**src/rtl/latch_matrix_pkg.sv**
```systemverilog
// Shared types and width helpers for the latch_matrix LED controller.
package latch_matrix_pkg;

  typedef enum logic {
    BLANK = 1'b0,
    DRIVE = 1'b1
  } scan_state_t;

  // Timer counts 0..max-1, so clog2(max) bits suffice; never narrower than 1 bit.
  function automatic int timer_width(input int dwell, input int blank);
    int m;
    m = (dwell > blank) ? dwell : blank;
    return (m > 1) ? $clog2(m) : 1;
  endfunction

  function automatic int row_idx_width(input int rows);
    return (rows > 1) ? $clog2(rows) : 1;
  endfunction

endpackage

```
**src/rtl/latch_matrix_if.sv**
```systemverilog
// Switch/button/clear inputs and LED matrix outputs of the latch_matrix controller.
interface latch_matrix_if #(
  parameter int COLS = 8,
  parameter int ROWS = 4
);
  logic [COLS-1:0] switch;
  logic [ROWS-1:0] button;
  logic            clear;
  logic [ROWS-1:0] LEDrow;
  logic [COLS-1:0] LEDcol;
  logic            frame_start;

  modport master (
    output switch, button, clear,
    input  LEDrow, LEDcol, frame_start
  );

  modport slave (
    input  switch, button, clear,
    output LEDrow, LEDcol, frame_start
  );
endinterface

```
**src/rtl/latch_matrix_button_debounce.sv**
```systemverilog
// Two-flop synchroniser plus debounce counter for one asynchronous button.
module button_debounce #(
  parameter int DEBOUNCE_CYCLES = 250000
) (
  input  logic clk,
  input  logic rst_n,
  input  logic din,
  output logic level,
  output logic rise
);
  localparam int CW = (DEBOUNCE_CYCLES > 1) ? $clog2(DEBOUNCE_CYCLES) : 1;
  localparam logic [CW-1:0] CNT_LAST = CW'(DEBOUNCE_CYCLES - 1);

  logic          r_meta;
  logic          r_sync;
  logic          r_level;
  logic          r_rise;
  logic [CW-1:0] r_cnt;
  logic          w_flip;

  // Level flips on the DEBOUNCE_CYCLES-th consecutive disagreeing cycle.
  assign w_flip = (r_sync != r_level) && (r_cnt == CNT_LAST);

  always_ff @(posedge clk or negedge rst_n) begin
    if (!rst_n) begin
      r_meta  <= 1'b0;
      r_sync  <= 1'b0;
      r_level <= 1'b0;
      r_rise  <= 1'b0;
      r_cnt   <= '0;
    end else begin
      r_meta <= din;
      r_sync <= r_meta;
      r_rise <= w_flip & r_sync;
      if (r_sync == r_level) begin
        r_cnt <= '0;
      end else if (w_flip) begin
        r_cnt   <= '0;
        r_level <= r_sync;
      end else begin
        r_cnt <= r_cnt + 1'b1;
      end
    end
  end

  assign level = r_level;
  assign rise  = r_rise;
endmodule

```
**src/rtl/latch_matrix.sv**
```systemverilog
// Switch-latch LED matrix: debounced row capture, row buffers and blanked row scan.
module latch_matrix
  import latch_matrix_pkg::*;
#(
  parameter int              COLS            = 8,
  parameter int              ROWS            = 4,
  parameter int              DWELL_CYCLES    = 100000,
  parameter int              BLANK_CYCLES    = 1000,
  parameter int              DEBOUNCE_CYCLES = 250000,
  parameter logic [COLS-1:0] RESET_PATTERN   = {COLS{1'b1}}
) (
  input  logic          clk,
  input  logic          rst_n,
  latch_matrix_if.slave lm
);
  localparam int TW = timer_width(DWELL_CYCLES, BLANK_CYCLES);
  localparam int RW = row_idx_width(ROWS);
  localparam logic [TW-1:0] BLANK_LAST = TW'(BLANK_CYCLES - 1);
  localparam logic [TW-1:0] DWELL_LAST = TW'(DWELL_CYCLES - 1);
  localparam logic [RW-1:0] ROW_LAST   = RW'(ROWS - 1);

  logic [COLS-1:0] r_sw_meta;
  logic [COLS-1:0] r_sw_sync;
  logic [ROWS-1:0] w_db;
  logic [ROWS-1:0] w_rise;
  logic [COLS-1:0] r_row_buf [ROWS];

  scan_state_t     r_state, w_state_nxt;
  logic [RW-1:0]   r_row, w_row_nxt;
  logic [TW-1:0]   r_timer, w_timer_nxt;
  logic [ROWS-1:0] w_sel;

  logic [ROWS-1:0] r_ledrow;
  logic [COLS-1:0] r_ledcol;
  logic            r_frame_start;

  for (genvar g = 0; g < ROWS; g++) begin : g_btn
    button_debounce #(.DEBOUNCE_CYCLES(DEBOUNCE_CYCLES)) u_db (
      .clk   (clk),
      .rst_n (rst_n),
      .din   (lm.button[g]),
      .level (w_db[g]),
      .rise  (w_rise[g])
    );
  end

  // Clear takes priority over any capture landing in the same cycle.
  always_ff @(posedge clk or negedge rst_n) begin
    if (!rst_n) begin
      r_sw_meta <= '0;
      r_sw_sync <= '0;
      for (int i = 0; i < ROWS; i++) r_row_buf[i] <= RESET_PATTERN;
    end else begin
      r_sw_meta <= lm.switch;
      r_sw_sync <= r_sw_meta;
      for (int i = 0; i < ROWS; i++) begin
        if (lm.clear)                r_row_buf[i] <= RESET_PATTERN;
        else if (w_rise[i] & w_db[i]) r_row_buf[i] <= r_sw_sync;
      end
    end
  end

  always_comb begin
    w_state_nxt = r_state;
    w_row_nxt   = r_row;
    w_timer_nxt = r_timer + 1'b1;
    case (r_state)
      BLANK: begin
        if (r_timer == BLANK_LAST) begin
          w_state_nxt = DRIVE;
          w_timer_nxt = '0;
        end
      end
      DRIVE: begin
        if (r_timer == DWELL_LAST) begin
          w_state_nxt = BLANK;
          w_timer_nxt = '0;
          w_row_nxt   = (r_row == ROW_LAST) ? '0 : r_row + 1'b1;
        end
      end
      default: begin
        w_state_nxt = BLANK;
        w_timer_nxt = '0;
      end
    endcase
  end

  assign w_sel = ROWS'(1) << r_row;

  // Outputs are registered from the current scan state, giving LEDcol its one-cycle lag.
  always_ff @(posedge clk or negedge rst_n) begin
    if (!rst_n) begin
      r_state       <= BLANK;
      r_row         <= '0;
      r_timer       <= '0;
      r_ledrow      <= '1;
      r_ledcol      <= '0;
      r_frame_start <= 1'b0;
    end else begin
      r_state       <= w_state_nxt;
      r_row         <= w_row_nxt;
      r_timer       <= w_timer_nxt;
      r_ledrow      <= (r_state == DRIVE) ? ~w_sel : '1;
      r_ledcol      <= (r_state == DRIVE) ? r_row_buf[r_row] : '0;
      r_frame_start <= (r_state == DRIVE) && (r_row == '0) && (r_timer == '0);
    end
  end

  assign lm.LEDrow      = r_ledrow;
  assign lm.LEDcol      = r_ledcol;
  assign lm.frame_start = r_frame_start;
endmodule
```
**src/flat_wrapper.sv**
```systemverilog
// flat-port wrapper written by rule: the top's interface ports become plain ports
module latch_matrix_flat import latch_matrix_pkg::*;
#(
  parameter int              COLS            = 8,
  parameter int              ROWS            = 4,
  parameter int              DWELL_CYCLES    = 100000,
  parameter int              BLANK_CYCLES    = 1000,
  parameter int              DEBOUNCE_CYCLES = 250000,
  parameter logic [COLS-1:0] RESET_PATTERN   = {COLS{1'b1}}
)
  (clk, rst_n, lm_switch, lm_button, lm_clear, lm_LEDrow, lm_LEDcol, lm_frame_start);
  latch_matrix_if #(.COLS(COLS), .ROWS(ROWS)) lm_i ();
  input  logic clk;
  input  logic rst_n;
  input wire logic [$bits(lm_i.switch)-1:0] lm_switch;
  input wire logic [$bits(lm_i.button)-1:0] lm_button;
  input wire logic [$bits(lm_i.clear)-1:0] lm_clear;
  output wire logic [$bits(lm_i.LEDrow)-1:0] lm_LEDrow;
  output wire logic [$bits(lm_i.LEDcol)-1:0] lm_LEDcol;
  output wire logic [$bits(lm_i.frame_start)-1:0] lm_frame_start;
  assign lm_i.switch = lm_switch;
  assign lm_i.button = lm_button;
  assign lm_i.clear = lm_clear;
  assign lm_LEDrow = lm_i.LEDrow;
  assign lm_LEDcol = lm_i.LEDcol;
  assign lm_frame_start = lm_i.frame_start;
  latch_matrix #(.COLS(COLS), .ROWS(ROWS), .DWELL_CYCLES(DWELL_CYCLES), .BLANK_CYCLES(BLANK_CYCLES), .DEBOUNCE_CYCLES(DEBOUNCE_CYCLES), .RESET_PATTERN(RESET_PATTERN)) u_core (.clk(clk), .rst_n(rst_n), .lm(lm_i));
endmodule
```
**config.mk**
```make
export PLATFORM = sky130hd
export DESIGN_NAME = latch_matrix_flat
export DESIGN_NICKNAME = d
export VERILOG_FILES = /design/src/rtl/latch_matrix_pkg.sv /design/src/rtl/latch_matrix_if.sv /design/src/rtl/latch_matrix_button_debounce.sv /design/src/rtl/latch_matrix.sv /design/src/flat_wrapper.sv
export SDC_FILE = /design/constraint.sdc
export NUM_CORES = 1
export LEC_CHECK = 0
export BUFFER_PORTS_ARGS = -buffer_cell sky130_fd_sc_hd__buf_2
export CAP_MARGIN = 20
export CORE_MARGIN = 2
export CORE_UTILIZATION = 30
export DETAILED_ROUTE_END_ITERATION = 8
export GPL_TIMING_DRIVEN = 0
export HOLD_SLACK_MARGIN = 0.02
export MAX_ROUTING_LAYER = met4
export PLACE_DENSITY = 0.56
export SLEW_MARGIN = 20
export SYNTH_ARGS = -nofsm -noshare
export SYNTH_HDL_FRONTEND = slang
export SYNTH_SLANG_ARGS = --single-unit
export TNS_END_PERCENT = 100
```
**constraint.sdc**
```tcl
create_clock -name clk -period 1.9 [get_ports clk]
set_input_delay 0.285 -clock clk [delete_from_list [all_inputs] [get_ports clk]]
set_output_delay 0.285 -clock clk [all_outputs]
set_load 0.02 [all_outputs]
```
==> run_results.csv <==
group,metric,value,unit
worst_hold_path,whs_path_depth,2,
die,coreArea,25000,µm²
synthesis,syn_inst,664,
worst_setup_path,reg2regPathDepth,6,
worst_hold_path,hold_end,"u_core.r_row_buf[15]",
final_layout,stdcell_count,1082,
place,dp_cells,1022,
detailed_routing,drtIter0Drc,258,
worst_setup_path,r2r_end,"u_core.r_row[0]",
run,maxCapViolCount,0,
sta,skew,15.6,ps
die,pin_count,28,
place,numPortBuffers,27,
die,die_area,26500,µm²
worst_hold_path,hp-class,"primary input to flop",
pwr,p_per_area,791,nW/µm²
synthesis,async_flop_share,100,%
sta,finalMaxSlewViolations,0,
sta,period_share,97.3,%
detailed_routing,wire_per_inst,14.0,µm
sta,finalCriticalPeriod,1850,ps
cts,cts-root-buf,"clkbuf_16",
synthesis,synth_cell_type_count,45,
final_layout,layout.nets,764,
synthesis,syn_nets,689,
detailed_routing,avgViaCountPerCell,4.75,
final_layout,final_common_cell,"dfrtp_1",
pwr,p_leak,3.77,nW
final_layout,num_antenna_cells,0,
worst_setup_path,critPathLaunchType,"flop",
detailed_routing,via_count,5135,
sta,rsz0062_at_grt,"true",
synthesis,yosysWarnings,0,
cts,clkTransAtPathRegs,60,ps
place,dpl.hpwl,9760,µm
synthesis,ys.flop_type,"dfrtp_1",
synthesis,synth_seq_cells,169,
worst_hold_path,hold_start,"lm_clear",
final_layout,fin_area,9130,µm²
worst_setup_path,r2r_slack,50,ps
pwr,vdd.ir_drop.worst,0.529,mV
final_layout,syn2layout_area_growth,20.9,%
global_route,grtUsageTotal,12.5,%
worst_setup_path,arrival,2150,ps
sta,slew_headroom,52.1,%
die,initial_core_util,30.3,%
sta,max_freq,0.541,GHz
cts,clk_latency,430,ps
sta,setup_slack,51.2,ps
global_route,grt_pass1_vias,5138,
worst_setup_path,path_buf_inv,1,
cts,cts.sinks,169,
detailed_routing,final_antenna_net_count,0,
detailed_routing,drc,0,
place,place_ws,-262,ps
sta,setup_viol,0,
sta,tightest_slew,719,ps
worst_setup_path,critPathMaxStageDelay,530,ps
synthesis,synth.avg_cell_area,11.4,µm²
place,gp_congestion,0.752,
die,die_w,163,µm
die,dieHeight,163,µm
detailed_routing,wirelength,15200,µm
place,placed_cell_area,8140,µm²
pwr,power,0.00723,W
final_layout,final_util,36.6,%
detailed_routing,dr.pass1.iters,4,
cts,cts_buffers,17,
synthesis,synth_edf_count,0,
synthesis,syn_area,7560,µm²
worst_setup_path,slowest_stage,"or4_4",
worst_setup_path,worstPathRequired,2200,ps
status,status,"finished clean",
cts,clockBufferDepth,2,
synthesis,synth.yosys.seq_area_share,56.6,%
worst_setup_path,cpLargestDelayFamily,"simple AND/OR/NAND/NOR gates",
final_layout,final_cell_mix,"dfrtp_1, nor2_1, xnor2_1, nand2_1, and3_1",
final_layout,drive_above_1_share,21.8,%
worst_setup_path,end_kind,"flop",
cts,htree_levels,4,
worst_setup_path,cp_max_fo,4,
global_route,antenna_found_initial,0,
global_route,grt_pass1_wl,26000,µm
worst_setup_path,crit_chain,"ha_4 > and4_1 > buf_6 > nand2_1 > or4_4 > mux2_2",
worst_setup_path,reg2reg_from,"u_core.r_timer[1]",
sta,hold_viol_final,0,
global_route,grt_max_degree,96,
die,rows,58,
cts,tritoncts,"built",
worst_setup_path,path_class,"flop to flop",
global_route,overflow,0,
report_power, final:
part | total, W | internal (W) | switching (W)
registers | 0.00369 | 0.00365 | 0.0000408
logic | 0.000223 | 0.0000819 | 0.000141
clock network | 0.00332 | 0.00185 | 0.00147
total | 0.00723 | 0.00558 | 0.00165
Yosys cell counts (16+ instances only):
master / n / area share [%]
nand2_1: 39 / 1.9
nand4_1: 18 / 1.5
inv_1: 18 / 0.89
and3_1: 37 / 3.1
xor2_1: 20 / 2.3
a211o_1: 32 / 3.7
dfrtp_1: 133 / 44
nand3_1: 33 / 2.2
nor2_1: 85 / 4.2
xnor2_1: 50 / 5.8
nor4_1: 19 / 1.6
nor3_1: 16 / 1.1
dfstp_2: 36 / 13
sequential cells by signal, indices dropped and copies added, names as in the netlist, 2 cells and up:
signal and count:
u_core.g_btn.u_db.level 4, u_core.g_btn.u_db.r_cnt 72, u_core.g_btn.u_db.r_meta 4, u_core.g_btn.u_db.r_sync 4, u_core.g_btn.u_db.rise 4, u_core.lm.LEDcol 8
u_core.lm.LEDrow 4, u_core.r_row 2, u_core.r_row_buf 32, u_core.r_sw_meta 8, u_core.r_sw_sync 8, u_core.r_timer 17
worst reg2reg max path, cell delays in order, from the launching register on:
cell and delay [ps]:
dfrtp_1 410, ha_4 180, and4_1 210, buf_6 100, nand2_1 40, or4_4 530, mux2_2 280
worst max path at each step:
stage               depth (start not counted)  slack (ps)                           start                             end
global route                                6          -5               u_core.r_timer[1]                 u_core.r_row[0]
global placement                            1       -2220                           rst_n              u_core.r_timer[12]
finish                                      6          50               u_core.r_timer[1]                 u_core.r_row[0]
CTS                                         5         0.4              u_core.r_timer[14]               u_core.r_timer[5]
detailed placement                          5        -260  u_core.g_btn[1].u_db.r_cnt[11]  u_core.g_btn[1].u_db.r_cnt[14]
floorplan                                   6          50               u_core.r_timer[0]                 u_core.r_row[1]
metrics by stage:
stage          setup TNS [ps]  hold WS (ps)
4_1_cts                     0           115
2_1_floorplan               0         -10.6
5_1_grt                 -8.55           139
3_3_place_gp          -344240           335
3_5_place_dp            -9750           336
6_report                    0           126
layer usage:
layer	track usage, %	vias up	wire length (µm)
met5	-	-	0
met4	4.55	0	228
li1	-	2518	-
met1	17.6	2538	7910
met2	18.3	63	6710
met3	2.01	16	325
final cells by class:
| class | count | area, µm² |
|---|---|---|
| fill | 2490 | 15800 |
| sequential | 169 | 4270 |
| multi-input combinational | 458 | 3290 |
| clock buffer | 19 | 443 |
| timing repair buffer | 57 | 423 |
| tap | 330 | 413 |
| clock inverter | 13 | 121 |
| buffer | 18 | 100 |
| inverter | 18 | 67.6 |
logic make-up (layout without fill, tap and decap cells):
group                      Yosys count  count (layout)  share of synthesized area, %
and+or+nand+nor                    300             300                          21.6
xor gates and xnor gates            70              70                          8.11
AOI/OAI and AO/OA                   64              64                          6.82
buffers and inverters               37             125                          1.97
adders and majority gates           10              10                          1.66
DFF                                169             169                          56.6
muxes                               14              14                          3.28
repair_timing:
| action | in CTS | in global routing |
|---|---|---|
| resized for setup | 13 | 21 |
| endpoints found under the setup margin | 55 | 69 |
| buffers inserted | 7 | 9 |
| hold buffers | 13 | 0 |
| gates cloned | 0 | 0 |
| endpoints found under the hold margin | 80 | 0 |
| pin swaps | 6 | 6 |
No activity file was read; power rests on OpenSTA's default activity.
